### src/rtl/axi4_pkg.sv
// Shared AXI4 write-address types: burst encodings, AW FSM states and the
// 4KB boundary that an INCR burst must not cross.
package axi4_pkg;

  typedef enum logic [1:0] {
    BURST_FIXED = 2'b00,
    BURST_INCR  = 2'b01,
    BURST_WRAP  = 2'b10,
    BURST_RSVD  = 2'b11
  } burst_e;

  typedef enum logic {
    AW_IDLE  = 1'b0,
    AW_VALID = 1'b1
  } aw_state_e;

  localparam int unsigned BOUNDARY_4KB = 4096;

endpackage

### src/rtl/axi4_master_write_address_if.sv
// AXI4 write-address (AW) channel bundle with master and slave views.
interface axi4_master_write_address_if #(
  parameter int ADDR_WIDTH   = 32,
  parameter int ID_WIDTH     = 4,
  parameter int BURST_LENGTH = 8
) ();

  logic                    awvalid;
  logic                    awready;
  logic [ADDR_WIDTH-1:0]   awaddr;
  logic [ID_WIDTH-1:0]     awid;
  logic [BURST_LENGTH-1:0] awlen;
  logic [2:0]              awsize;
  logic [1:0]              awburst;

  modport master (
    output awvalid, awaddr, awid, awlen, awsize, awburst,
    input  awready
  );

  modport slave (
    input  awvalid, awaddr, awid, awlen, awsize, awburst,
    output awready
  );

endinterface

### src/rtl/axi4_burst_check.sv
// Combinational legality check of one AW command: reserved burst, beat size
// wider than the data bus, bad WRAP/FIXED length, INCR crossing 4KB.
module axi4_burst_check
  import axi4_pkg::*;
#(
  parameter int ADDR_WIDTH   = 32,
  parameter int BURST_LENGTH = 8,
  parameter int DATA_WIDTH   = 32
) (
  input  logic [ADDR_WIDTH-1:0]   addr,
  input  logic [BURST_LENGTH-1:0] len,
  input  logic [2:0]              size,
  input  logic [1:0]              burst,
  output logic                    illegal
);

  // At least 14 bits, and wide enough that a maximal len<<size never wraps.
  localparam int SUM_W = (BURST_LENGTH + 9 > 14) ? BURST_LENGTH + 9 : 14;

  logic [SUM_W-1:0] beats;
  logic [SUM_W-1:0] incr_end;
  logic [31:0]      len_32;
  logic             size_bad;

  always_comb begin
    // NOTE: every output of a combinational block gets a default up front so
    // no path leaves it unassigned, which would infer a latch.
    beats    = SUM_W'(len) + SUM_W'(1);
    incr_end = SUM_W'(addr[11:0]) + (beats << size);
    len_32   = 32'(len);
    size_bad = (32'd8 << size) > 32'(DATA_WIDTH);
    illegal  = size_bad;

    case (burst_e'(burst))
      BURST_FIXED: if (len_32 > 32'd15) illegal = 1'b1;
      BURST_INCR:  if (32'(incr_end) > BOUNDARY_4KB) illegal = 1'b1;
      BURST_WRAP:  if (!(len_32 == 32'd1 || len_32 == 32'd3 ||
                         len_32 == 32'd7 || len_32 == 32'd15)) illegal = 1'b1;
      default:     illegal = 1'b1;
    endcase
  end

endmodule

### src/rtl/axi4_master_write_address.sv
// AXI4 AW-channel master: accepts user commands, drops illegal ones with a
// cmd_err pulse, drives registered AW signals and tracks outstanding bursts.
module axi4_master_write_address
  import axi4_pkg::*;
#(
  parameter int ADDR_WIDTH      = 32,
  parameter int ID_WIDTH        = 4,
  parameter int BURST_LENGTH    = 8,
  parameter int DATA_WIDTH      = 32,
  parameter int MAX_OUTSTANDING = 4
) (
  input  logic                    clk,
  input  logic                    rst,
  input  logic                    cmd_valid,
  input  logic [ADDR_WIDTH-1:0]   cmd_addr,
  input  logic [ID_WIDTH-1:0]     cmd_id,
  input  logic [BURST_LENGTH-1:0] cmd_len,
  input  logic [2:0]              cmd_size,
  input  logic [1:0]              cmd_burst,
  output logic                    cmd_ready,
  output logic                    cmd_err,
  input  logic                    b_done,
  output logic [3:0]              outstanding,
  axi4_master_write_address_if.master aw
);

  typedef struct packed {
    logic [ADDR_WIDTH-1:0]   addr;
    logic [ID_WIDTH-1:0]     id;
    logic [BURST_LENGTH-1:0] len;
    logic [2:0]              size;
    logic [1:0]              burst;
  } aw_cmd_t;

  aw_state_e  state_q, state_d;
  aw_cmd_t    cmd_q, cmd_d;
  logic       awvalid_q, awvalid_d;
  logic       cmd_err_q, cmd_err_d;
  logic [3:0] outstanding_q, outstanding_d;

  logic illegal;
  logic cmd_fire;
  logic aw_hs;
  logic retire;

  axi4_burst_check #(
    .ADDR_WIDTH  (ADDR_WIDTH),
    .BURST_LENGTH(BURST_LENGTH),
    .DATA_WIDTH  (DATA_WIDTH)
  ) u_burst_check (
    .addr   (cmd_addr),
    .len    (cmd_len),
    .size   (cmd_size),
    .burst  (cmd_burst),
    .illegal(illegal)
  );

  assign cmd_ready = (state_q == AW_IDLE) &&
                     (outstanding_q < 4'(MAX_OUTSTANDING));
  assign cmd_fire  = cmd_valid && cmd_ready;
  // awready only counts against a registered awvalid, never feeding it back.
  assign aw_hs     = awvalid_q && aw.awready;
  assign retire    = b_done && (outstanding_q != 4'd0);

  always_comb begin
    state_d       = state_q;
    cmd_d         = cmd_q;
    awvalid_d     = awvalid_q;
    cmd_err_d     = 1'b0;
    outstanding_d = outstanding_q;

    case (state_q)
      AW_IDLE: begin
        if (cmd_fire) begin
          cmd_d = '{addr: cmd_addr, id: cmd_id, len: cmd_len,
                    size: cmd_size, burst: cmd_burst};
          if (illegal) begin
            cmd_err_d = 1'b1;
          end else begin
            state_d   = AW_VALID;
            awvalid_d = 1'b1;
          end
        end
      end
      AW_VALID: begin
        if (aw_hs) begin
          state_d   = AW_IDLE;
          awvalid_d = 1'b0;
        end
      end
      default: begin
        state_d   = AW_IDLE;
        awvalid_d = 1'b0;
      end
    endcase

    case ({aw_hs, retire})
      2'b10:   outstanding_d = outstanding_q + 4'd1;
      2'b01:   outstanding_d = outstanding_q - 4'd1;
      default: outstanding_d = outstanding_q;
    endcase
  end

  always_ff @(posedge clk or negedge rst) begin
    if (!rst) begin
      // NOTE: the AW payload is reset too, so the bus shows zeros rather than
      // X while idle and a pending command is truly discarded by reset.
      state_q       <= AW_IDLE;
      cmd_q         <= '0;
      awvalid_q     <= 1'b0;
      cmd_err_q     <= 1'b0;
      outstanding_q <= 4'd0;
    end else begin
      // NOTE: non-blocking assignments so every flop samples pre-edge values.
      state_q       <= state_d;
      cmd_q         <= cmd_d;
      awvalid_q     <= awvalid_d;
      cmd_err_q     <= cmd_err_d;
      outstanding_q <= outstanding_d;
    end
  end

  assign aw.awvalid = awvalid_q;
  assign aw.awaddr  = cmd_q.addr;
  assign aw.awid    = cmd_q.id;
  assign aw.awlen   = cmd_q.len;
  assign aw.awsize  = cmd_q.size;
  assign aw.awburst = cmd_q.burst;
  assign cmd_err     = cmd_err_q;
  assign outstanding = outstanding_q;

endmodule

### src/flat_wrapper.sv
// flat-port wrapper written by rule: the top's interface ports become plain ports
module axi4_master_write_address_flat import axi4_pkg::*;
#(
  parameter int ADDR_WIDTH      = 32,
  parameter int ID_WIDTH        = 4,
  parameter int BURST_LENGTH    = 8,
  parameter int DATA_WIDTH      = 32,
  parameter int MAX_OUTSTANDING = 4
)
  (clk, rst, cmd_valid, cmd_addr, cmd_id, cmd_len, cmd_size, cmd_burst, cmd_ready, cmd_err, b_done, outstanding, aw_awvalid, aw_awaddr, aw_awid, aw_awlen, aw_awsize, aw_awburst, aw_awready);
  axi4_master_write_address_if #(.ADDR_WIDTH(ADDR_WIDTH), .ID_WIDTH(ID_WIDTH), .BURST_LENGTH(BURST_LENGTH)) aw_i ();
  input  logic clk;
  input  logic rst;
  input  logic cmd_valid;
  input  logic [ADDR_WIDTH-1:0] cmd_addr;
  input  logic [ID_WIDTH-1:0] cmd_id;
  input  logic [BURST_LENGTH-1:0] cmd_len;
  input  logic [2:0] cmd_size;
  input  logic [1:0] cmd_burst;
  output logic cmd_ready;
  output logic cmd_err;
  input  logic b_done;
  output logic [3:0] outstanding;
  output wire logic [$bits(aw_i.awvalid)-1:0] aw_awvalid;
  output wire logic [$bits(aw_i.awaddr)-1:0] aw_awaddr;
  output wire logic [$bits(aw_i.awid)-1:0] aw_awid;
  output wire logic [$bits(aw_i.awlen)-1:0] aw_awlen;
  output wire logic [$bits(aw_i.awsize)-1:0] aw_awsize;
  output wire logic [$bits(aw_i.awburst)-1:0] aw_awburst;
  input wire logic [$bits(aw_i.awready)-1:0] aw_awready;
  assign aw_awvalid = aw_i.awvalid;
  assign aw_awaddr = aw_i.awaddr;
  assign aw_awid = aw_i.awid;
  assign aw_awlen = aw_i.awlen;
  assign aw_awsize = aw_i.awsize;
  assign aw_awburst = aw_i.awburst;
  assign aw_i.awready = aw_awready;
  axi4_master_write_address #(.ADDR_WIDTH(ADDR_WIDTH), .ID_WIDTH(ID_WIDTH), .BURST_LENGTH(BURST_LENGTH), .DATA_WIDTH(DATA_WIDTH), .MAX_OUTSTANDING(MAX_OUTSTANDING)) u_core (.clk(clk), .rst(rst), .cmd_valid(cmd_valid), .cmd_addr(cmd_addr), .cmd_id(cmd_id), .cmd_len(cmd_len), .cmd_size(cmd_size), .cmd_burst(cmd_burst), .cmd_ready(cmd_ready), .cmd_err(cmd_err), .b_done(b_done), .outstanding(outstanding), .aw(aw_i));
endmodule
### config.mk
export PLATFORM = sky130hd
export DESIGN_NAME = axi4_master_write_address_flat
export DESIGN_NICKNAME = d
export VERILOG_FILES = /design/src/rtl/axi4_pkg.sv /design/src/rtl/axi4_master_write_address_if.sv /design/src/rtl/axi4_burst_check.sv /design/src/rtl/axi4_master_write_address.sv /design/src/flat_wrapper.sv
export SDC_FILE = /design/constraint.sdc
export NUM_CORES = 1
export LEC_CHECK = 0
export ABC_AREA = 0
export BUFFER_PORTS_ARGS = -buffer_cell sky130_fd_sc_hd__buf_4
export CELL_PAD_IN_SITES_DETAIL_PLACEMENT = 1
export CELL_PAD_IN_SITES_GLOBAL_PLACEMENT = 1
export CORE_ASPECT_RATIO = 1.4
export CORE_UTILIZATION = 32
export CTS_BUF_LIST = sky130_fd_sc_hd__clkbuf_4
export DETAILED_ROUTE_END_ITERATION = 16
export PLACE_DENSITY = 0.72
export SETUP_SLACK_MARGIN = 0.4
export SLEW_MARGIN = 15
export SYNTH_ARGS = -nofsm -noshare
export SYNTH_HDL_FRONTEND = slang
export SYNTH_SLANG_ARGS = --single-unit
### constraint.sdc
create_clock -name clk -period 1.9 [get_ports clk]
set_input_delay 0.095 -clock clk [delete_from_list [all_inputs] [get_ports clk]]
set_output_delay 0.095 -clock clk [all_outputs]
set_load 0.01 [all_outputs]
# Yosys cells after proc, flatten, opt, wreduce, memory -nomap -nowiden
# Cells that the tools add are included.
# W data, S select, Z words.
# totals
ff_bits	56
in_bits	54
output_inout_bits	56
wordCells	59
# classes
n_addsub	4
magnitude_cmp	4
eq_ne	11
n_shift	2
n_mux	16
n_bitwise	1
reduce_logical	12
# op_table
cell	count
$gt A32 B6 Y1 const B	1
$shl A4 B3 Y32 const A	1
$add A12 B17 Y17	1
$gt A17 B13 Y1 const B	1
$shl A17 B3 Y17	1
$mux W1	12
$add A8 B1 Y9 const B	1
$eq A8 B1 Y1 const B	1
$eq A8 B2 Y1 const B	1
$eq A8 B3 Y1 const B	1
$eq A8 B4 Y1 const B	1
$gt A8 B4 Y1 const B	1
$pmux W4 S2	1
$add A4 B1 Y4 const B	1
$eq A2 B1 Y1 const B	2
$eq A2 B2 Y1 const B	2
$logic_and A1 B1 Y1	4
$lt A4 B3 Y1 const B	1
$ne A2 B2 Y1 const B	2
$pmux W1 S2	2
$reduce_bool A4 Y1	1
$sub A4 B1 Y4 const B	1
$logic_or A1 B1 Y1	3
$pmux W1 S3	1
6 further kinds	6

# Depth between registers and ports, before layout
# Gate-level depths: netlist (run 1).
# depth
depth_word	9
depth_mapped	18
mapped_depth_nobuf	16

# Cells and area by module
# From an unflattened synthesis (run 1), not the netlist that was laid out.
# hier_totals
hier_cells	329
hier_area_um2	3555.9
# by_module_without_submodules
mod	n_inst	cells_per_inst	area_each_um2	seq_area_each_um2
axi4_master_write_address	1	145	2313.5	1401.3
axi4_burst_check	1	184	1242.4	0.0

# Worst setup path before layout (run 1)
# OpenSTA, ideal clock, no wires.
# synth_timing
path_kind	input to register
start	input port cmd_len[0]
end	register u_core.cmd_err_q (netlist: u_core.cmd_err)
setup_time_ns	0.072
t_arrival_ns	3.052
t_required_ns	1.828
setup_slack_ns	-1.224
path_stages	18
path_buffers	2
cell_sequence	ha_1 > clkbuf_1 > nand4_1 > o21ai_0 > a21oi_1 > a221o_1 > mux2i_1 > nor2_1 > a21oi_1 > ha_1 > buf_6 > a211oi_4 > o21bai_2 > or4_1 > nand4_1 > nor3_1 > and4b_1 > nor2_1
# synth_between
elab_chain_cells	9
elab_cells_between_ends	19
classes_between	2 x add/sub; 2 x order compare; 4 x eq/ne; 1 x shift; 7 x mux; 3 x reduce/logical
# synth_lines
item	line	text
start: declaration	flat_wrapper.sv:17	input logic [BURST_LENGTH-1:0] cmd_len;
$add A8 B1 Y9 (tied with other cells)	axi4_burst_check.sv:28	beats = SUM_W'(len) + SUM_W'(1);
$shl A17 B3 Y17 or $logic_or A1 B1 Y1 (tied branches)	axi4_burst_check.sv:29, axi4_burst_check.sv:37	
$add A12 B17 Y17 or $logic_or A1 B1 Y1 (tied branches)	axi4_burst_check.sv:29, axi4_burst_check.sv:37	
$gt A17 B13 Y1 or $logic_or A1 B1 Y1 (tied branches)	axi4_burst_check.sv:36, axi4_burst_check.sv:38	
$mux W1, on equally long branches	axi4_burst_check.sv:36, axi4_burst_check.sv:37	
$pmux W1 S3 *	axi4_burst_check.sv:34	case (burst_e'(burst))
$mux W1 *	axi4_master_write_address.sv:77	if (illegal) begin
$mux W1 *	axi4_master_write_address.sv:74	if (cmd_fire) begin
$mux W1 *	axi4_master_write_address.sv:72	case (state_q)
named net u_core.cmd_err_d	axi4_master_write_address.sv:38	logic cmd_err_q, cmd_err_d;
end signal: assignment	axi4_master_write_address.sv:118	cmd_err_q <= cmd_err_d;
end: declaration	axi4_master_write_address.sv:38	
# The timed path passes the listed nets; every way through them passes the cells marked *.
# A chain may end at the register's enable or synchronous reset.

# Final worst setup path (run 1)
# layout_timing
start	input port cmd_len[1]
end	register u_core.cmd_err_q (netlist: u_core.cmd_err)
# The elaborated chain is that of the path after synthesis.

==> results by group, run 1 <==
Floorplanning
  • Die height: 126 um
  • Core Box Area: 0.0105 sq mm
  • Die Wd: 90.6 um
  • Starting Density: 0.335
  • Die Area: 0.0114 sq mm
  • I/O pins: 110
  • Row cnt: 44

Hold path
  • Hold Path End: u_core.aw.awaddr[3]
  • Hold/Removal Path Class: in -> reg
  • Hold depth: 4
  • Hold path startpoint: cmd_addr[3]

Setup path
  • Peak per-stage delay on the critical path: 0.51 ns
  • Crit Path Max Fanout: 4
  • Worst r2r path cells: 8
  • Worst-path cell chain: buf_8 > ha_4 > nand4_1 > o21ai_1 > a21oi_1 > a221o_1 > mux2i_1 > nor2_1 > a21oi_2 > ha_1 > a211oi_4 > o21bai_2 > or4_1 > nand4_1 > nor3_2 > and4b_1 > nor2_1
  • CP arrival: 3.05 ns
  • WS Path Type: in -> reg
  • R2R Path End: u_core.outstanding[3]
  • CP Capture Type: flip-flop
  • CP Launch Type: input pin
  • CP required: 2.22 ns
  • R2r setup slk: -0.19 ns
  • RR Startpoint: u_core.outstanding[3]
  • Slowest-stage cell, CP: or4_1

Global routing
  • Vias in the first global route: 4,238
  • Total grt overflow: 0
  • Met1 GRT Util: 0.253
  • Wire length of the first global-routing pass: 20.5 mm
  • Largest net degree at the start of global routing: 57
  • Initial antenna violation count: 2
  • Global Route Usage Sum: 0.222
  • GRT met2 Usage: 0.423
  • Top Usage Layer GRT: met2
  • Met3 usage: 0.0169

Clock tree
  • CTS Root Cell: clkbuf_4
  • Worst-path clk slew: 0.16 ns
  • Total CTS buffers: 5
  • TritonCTS clock tree: yes
  • Worst-Skew Late Latency: 0.38 ns
  • Number of H-tree levels: 2
  • Clock tree sinks: 56
  • Max Root-Sink Buffers: 2

Placement
  • Port bufs: 109
  • Placed Area: 0.00504 sq mm
  • Placer Congestion: 0.936
  • Post-DP HPWL: 9.51 mm

Status
  • Outcome: finished with violations
  • Violated checks: negative setup slack

Drt
  • Drt via density: 5.12
  • First DRT Iteration DRCs: 163
  • DRC: 0
  • Vias: 4,185
  • Per-cell routed wire length: 19.0 um
  • Post-route ant nets: 0
  • Router iterations before antenna repair: 4
  • Total Routed Length: 15.5 mm

Pwr
  • Sequential power share: 0.291
  • Comb pwr share: 0.640
  • P per Cell Area: 1190 mW/mm^2
  • P_int: 4360 uW
  • Pwr Total: 7640 uW
  • Leakage: 0.00331 uW
  • Sw frac: 0.429
  • Peak supply drop: 0.493 mV
  • Psw: 3270 uW
  • Clock group share of total power: 0.069

Synthesis
  • Seq/Total Area, Yosys: 0.398
  • Post-synthesis cell area: 0.00352 sq mm
  • Cell count after synthesis: 446
  • EDFF count, synth: 0
  • Synth Area per Inst: 7.89 sq um
  • Warnings from Yosys: 0
  • Most used DFF post-synth: dfrtp_1
  • Synth Net Count: 520
  • Synth async-reset ratio: 1.00
  • Library cells used by synthesis: 54
  • Flop and latch count out of synthesis: 56

STA
  • Worst rel slew slack: 0.512
  • Final Hold Slack: 0.0234 ns
  • Final worst setup slack: -0.832 ns
  • Setup Viol. Count Final: 5
  • Hold Vio Cnt, Final: 0
  • Fin crit share: 1.44
  • Slew @ Worst Pin: 0.733 ns
  • Max-slew violations: 0
  • Fin Setup TNS: -2.68 ns
  • Fmax: 366 MHz
  • RSZ-0062 raised after global routing: true
  • Worst Skew: 0.0155 ns
  • Fin crit period: 2.73 ns

Finish
  • Post-route cell area: 0.00643 sq mm
  • Layout cells sized above 1: 0.496
  • Layout fillers: 1,195
  • Footprint of the multi-input gates: 0.00250 sq mm
  • Most frequent cells in the layout: buf_4 (186), nand2_1 (78), dfrtp_1 (56)
  • FF+latch area: 0.00140 sq mm
  • Commonest non-fill, non-tap cell in the layout: buf_4
  • Final Net Count: 751
  • Synth-to-layout area growth: 82.9%
  • Post-Route Utilization: 0.612

Run
  • # Max-Cap Violations: 0
==> synth_stat cells (all sizes together), types with 3 or more instances <==
library cell | number | area share
ha | 18 | 0.064
a21o | 3 | 0.0064
mux2i | 8 | 0.023
nand2 | 163 | 0.17
o22ai | 3 | 0.0053
nor2 | 19 | 0.020
nand3 | 6 | 0.0085
inv | 18 | 0.019
nor3 | 6 | 0.0085
a211oi | 8 | 0.021
clkbuf | 19 | 0.021
buf | 8 | 0.015
o21ai | 25 | 0.036
a31oi | 3 | 0.0053
nand4 | 6 | 0.011
dfrtp | 56 | 0.40
a21oi | 24 | 0.034
xor2 | 6 | 0.015
nor2b | 5 | 0.0089
and2 | 3 | 0.0053
==> state kept, by name, indices dropped and copies added, names as in the netlist <==
| register | flops |
|---|---|
| u_core.aw.awvalid | 1 |
| u_core.cmd_err | 1 |
| u_core.state_q | 1 |
| u_core.aw.awlen | 8 |
| u_core.aw.awburst | 2 |
| u_core.outstanding | 4 |
| u_core.aw.awsize | 3 |
| u_core.aw.awaddr | 32 |
| u_core.aw.awid | 4 |
==> layout make-up <==
| cell class | instances | share of cell area |
|---|---|---|
| Multi-Input combinational cell | 346 | 0.389 |
| Timing Repair Buffer | 250 | 0.347 |
| Sequential cell | 56 | 0.218 |
| Tap cell | 138 | 0.0268 |
| Inverter | 18 | 0.0109 |
| Clock buffer | 5 | 0.00583 |
| Clock inverter | 3 | 0.00214 |
| Antenna cell | 2 | 0.000778 |
==> power groups by stage <==
stage	clock, uW	sequential [uW]	combinational (uW)
floorplan	0	2370	1370
global placement	0	2070	3230
detailed placement	0	2110	3350
CTS	535	2080	3530
global route	577	2280	5220
finish	530	2220	4890
==> worst max-delay path by stage <==
stage	slack, ns	endpoint	startpoint	depth (start not counted)
3_3_place_gp	-1.10	u_core.cmd_err	cmd_len[0]	17
2_1_floorplan	-1.0	u_core.cmd_err	cmd_len[0]	18
6_report	-0.83	u_core.cmd_err	cmd_len[1]	17
5_1_grt	-1.01	u_core.cmd_err	cmd_len[1]	17
3_5_place_dp	-1.27	u_core.cmd_err	cmd_len[0]	17
4_1_cts	-0.82	u_core.cmd_err	cmd_len[1]	17
==> per-stage QoR <==
stage	cells	worst slack, ns
global placement	744	-1.10
finish	818	-0.832
global route	818	-1.01
detailed placement	744	-1.27
floorplan	446	-0.996
CTS	795	-0.824
==> critical path, delay by kind of cell <==
kind | cells | cell delay [ns]
AO/OA/AOI/OAI | 6 | 1.03
adder cells (fa/ha/maj) | 2 | 0.42
buffers and inverters | 1 | 0.08
multiplexers | 1 | 0.19
AND/OR/NAND/NOR | 7 | 1.24
==> cell families (layout without fill, tap and decap cells) <==
family                     after synthesis  after routing  synth area share
adders and majority gates               20             20            0.0754
and+or+nand+nor                        221            222             0.265
DFF                                     56             56             0.398
buffers and inverters                   45            276            0.0544
AOI/OAI and AO/OA                       86             86             0.158
other                                    0              2                 0
muxes                                   10             10            0.0292
xor gates and xnor gates                 8              8            0.0199
==> layer usage <==
layer,up-vias,wire (um),share of wire
met5,-,0,0
met1,2065,5650,0.36
met4,0,605,0.039
met2,109,8900,0.57
met3,37,347,0.022
li1,1974,-,-
==> what timing repair did <==
action                                 CTS  global route
buffers inserted                         8            10
resized for setup                       13           168
endpoints found under the hold margin   90             1
hold buffers                            35             1
setup endpoints to repair               47            55
gates cloned                             0            10
pin swaps                               23            94
No activity file was read; power rests on OpenSTA's default activity.
==> run 2, diff against run 1 <==
--- a/config.mk
+++ b/config.mk
@@ -13,6 +13,7 @@
 export CORE_UTILIZATION = 32
 export CTS_BUF_LIST = sky130_fd_sc_hd__clkbuf_4
 export DETAILED_ROUTE_END_ITERATION = 16
+export GPL_TIMING_DRIVEN = 0
 export PLACE_DENSITY = 0.72
 export SETUP_SLACK_MARGIN = 0.4
 export SLEW_MARGIN = 15
==> constraint.sdc (replaced) <==
create_clock -name clk -period 2.35 [get_ports clk]
set_input_delay 0.1175 -clock clk [delete_from_list [all_inputs] [get_ports clk]]
set_output_delay 0.1175 -clock clk [all_outputs]
set_load 0.01 [all_outputs]
==> run 2 against run 1 <==
The flow finishes with violations (negative hold slack, negative setup slack). Die area unchanged. Setup slack improved by 0.26 ns. Sequential share of layout area is 4.9 points higher. Clock power up 3%. Global-route usage decreased by 1.2 points. Clock skew increased by 0.0011 ns. Final cell count shrank 7.5%. Highest routed layer unchanged.
==> results by group, run 2 (synthesis results as in run 1) <==
Clock tree
  • Number of H-tree levels: 2 (unchanged)
  • Worst-Skew Late Latency: 0.39 ns (was 0.38 ns)
  • Total CTS buffers: 5 (unchanged)
  • Clock tree sinks: 56 (unchanged)
  • TritonCTS clock tree: yes (unchanged)
  • Worst-path clk slew: 0.17 ns (was 0.16 ns)
  • Max Root-Sink Buffers: 2 (unchanged)
  • # hold bufs at CTS: 38 (was 35)
  • CTS Root Cell: clkbuf_4 (unchanged)

Global routing
  • Vias in the first global route: 4,014 (was 4,238)
  • Largest net degree at the start of global routing: 57 (unchanged)
  • Wire length of the first global-routing pass: 19.4 mm (was 20.5 mm)
  • Initial antenna violation count: 1 (was 2)
  • Global Route Usage Sum: 0.211 (was 0.222)
  • Total grt overflow: 0 (unchanged)

Floorplanning
  • Die Area: 0.0114 sq mm (unchanged)
  • I/O pins: 110 (unchanged)
  • Die Wd: 90.6 um (unchanged)
  • Starting Density: 0.335 (unchanged)
  • Core Box Area: 0.0105 sq mm (unchanged)
  • Die height: 126 um (unchanged)
  • Row cnt: 44 (unchanged)

STA
  • Worst rel slew slack: 0.518 (was 0.512)
  • Fin crit period: 2.92 ns
  • Worst Skew: 0.0167 ns (was 0.0155 ns)
  • Setup Viol. Count Final: 3 (was 5)
  • Fmax: 342 MHz
  • Slew @ Worst Pin: 0.724 ns (was 0.733 ns)
  • Final worst setup slack: -0.572 ns (was -0.832 ns)
  • Final Hold Slack: -0.0546 ns (was 0.0234 ns)
  • RSZ-0062 raised after global routing: true (unchanged)
  • Max-slew violations: 0 (unchanged)
  • Fin crit share: 1.24
  • Hold Vio Cnt, Final: 1 (was 0)

Finish
  • Layout cells sized above 1: 0.290 (was 0.496)
  • Final Net Count: 691 (was 751)
  • Most frequent cells in the layout: nand2_1 (163), buf_4 (124), dfrtp_1 (56) (was buf_4 (186), nand2_1 (78), dfrtp_1 (56))
  • Post-Route Utilization: 0.500 (was 0.612)
  • Commonest non-fill, non-tap cell in the layout: nand2_1 (was buf_4)
  • Synth-to-layout area growth: 49.5% (was 82.9%)
  • Max reg flops: 32 (unchanged)

Pwr
  • P per Cell Area: 933 mW/mm^2 (was 1190 mW/mm^2)
  • Peak supply drop: 0.293 mV (was 0.493 mV)
  • Leakage: 0.00267 uW (was 0.00331 uW)
  • Pwr Total: 4910 uW (was 7640 uW)

Setup path
  • CP arrival: 3.26 ns (was 3.05 ns)
  • Crit Path Max Fanout: 6 (was 4)
  • Worst-path cell chain: buf_8 > ha_4 > buf_8 > nand4_1 > buf_4 > o32ai_2 > a221o_1 > mux2i_1 > nor2_1 > a21oi_2 > ha_1 > buf_6 > a211oi_4 > o21bai_2 > or4_1 > nand4_1 > nor3_2 > and4b_1 > nor2_1 (was buf_8 > ha_4 > nand4_1 > o21ai_1 > a21oi_1 > a221o_1 > mux2i_1 > nor2_1 > a21oi_2 > ha_1 > a211oi_4 > o21bai_2 > or4_1 > nand4_1 > nor3_2 > and4b_1 > nor2_1)
  • CP Launch Type: input pin (unchanged)
  • Peak per-stage delay on the critical path: 0.51 ns (about the same)
  • CP required: 2.69 ns (was 2.22 ns)
  • CP Capture Type: flip-flop (unchanged)
  • R2r setup slk: 0.31 ns (was -0.19 ns)
  • Slowest-stage cell, CP: or4_1 (unchanged)
  • WS Path Type: in -> reg (unchanged)

Placement
  • Port bufs: 105 (was 109)
  • Placer Congestion: 0.832 (was 0.936)
  • Pre-CTS setup slack: -1.28 ns (was -1.27 ns)
  • Post-DP HPWL: 8.72 mm (was 9.51 mm)

Drt
  • Total Routed Length: 12.0 mm (was 15.5 mm)
  • First DRT Iteration DRCs: 59 (was 163)
  • Drt via density: 4.95 (was 5.12)
  • Router iterations before antenna repair: 4 (unchanged)
  • Per-cell routed wire length: 15.8 um (was 19.0 um)
  • Vias: 3,745 (was 4,185)
  • Post-route ant nets: 0 (unchanged)
  • DRC: 0 (unchanged)

Status
  • Outcome: finished with violations (unchanged)
  • Violated checks: negative hold slack, negative setup slack (was negative setup slack)

Run
  • # Max-Cap Violations: 0 (unchanged)

Hold path
  • Hold/Removal Path Class: in -> reg (unchanged)
## run 2: cell types whose count changed in the layout (fill, tap and decap cells not counted), sizes merged
cell,change
bufinv,+1
buf,-73
dlygate4sd3,+2
clkinv,-2
diode,-1
nand2,-1
clkbuf,+13
## run 2: worst paths after layout
path,cells after the start,startpoint,to
hold reg to reg,2,u_core.aw.awaddr[24],u_core.aw.awaddr[24]
setup / recovery,19,cmd_len[0],u_core.cmd_err
setup reg to reg,8,u_core.outstanding[3],u_core.outstanding[3]
hold / removal,3,cmd_addr[7],u_core.aw.awaddr[7]
max in group asynchronous,2,rst,u_core.aw.awaddr[7]
min in group asynchronous,2,rst,u_core.aw.awaddr[31]
## run 2: worst max-delay path: cells and delay by family
kind | cells | cell delay [ns]
buffers and inverters | 4 | 0.50
AOI/OAI and AO/OA | 5 | 0.86
muxes | 1 | 0.23
adders and majority gates | 2 | 0.40
and+or+nand+nor | 7 | 1.15
## run 2: cell type report
type                    instances  area [sq um]
diodes                          1          2.50
plain buffers                  27           161
clock buffers                   6          45.0
clock inverters                 2          35.0
fillers                      1300          5260
inverters                      18          67.6
multi-input cells             345          2030
flip-flops and latches         56          1400
well taps                     138           173
repair buffers                164          1340
## run 2: through the flow
step / cells / TNS (ns) / hold slack [ns] / area (sq um)
after global routing: 757 / -2.00 / -0.0703 / 5260
after global placement: 689 / -3.52 / 0.209 / 4530
after CTS: 750 / -1.62 / -0.0739 / 5150
final: 757 / -1.63 / -0.0546 / 5260
after floorplan: 446 / -1.57 / -0.178 / 3570
after detailed placement: 689 / -3.74 / 0.225 / 4530
## run 2: power breakdown
group	internal, uW	switching [uW]	leakage (uW)
Sequential	1420	279	0.000695
Clock	235	309	0.0000457
Combinational	1270	1390	0.00193
Total	2930	1980	0.00267
## run 2: per-layer routing
layer | GRT usage | wire, um
met3 | 0.0187 | 292
met1 | 0.237 | 4870
met4 | 0.0645 | 177
met2 | 0.412 | 6650
met5 | 0 | 0
## run 2: what timing repair did
action	in CTS	in global routing
resized for setup	15	36
pin swaps	17	11
endpoints found under the hold margin	94	1
setup endpoints to repair	44	44
buffers inserted	15	6
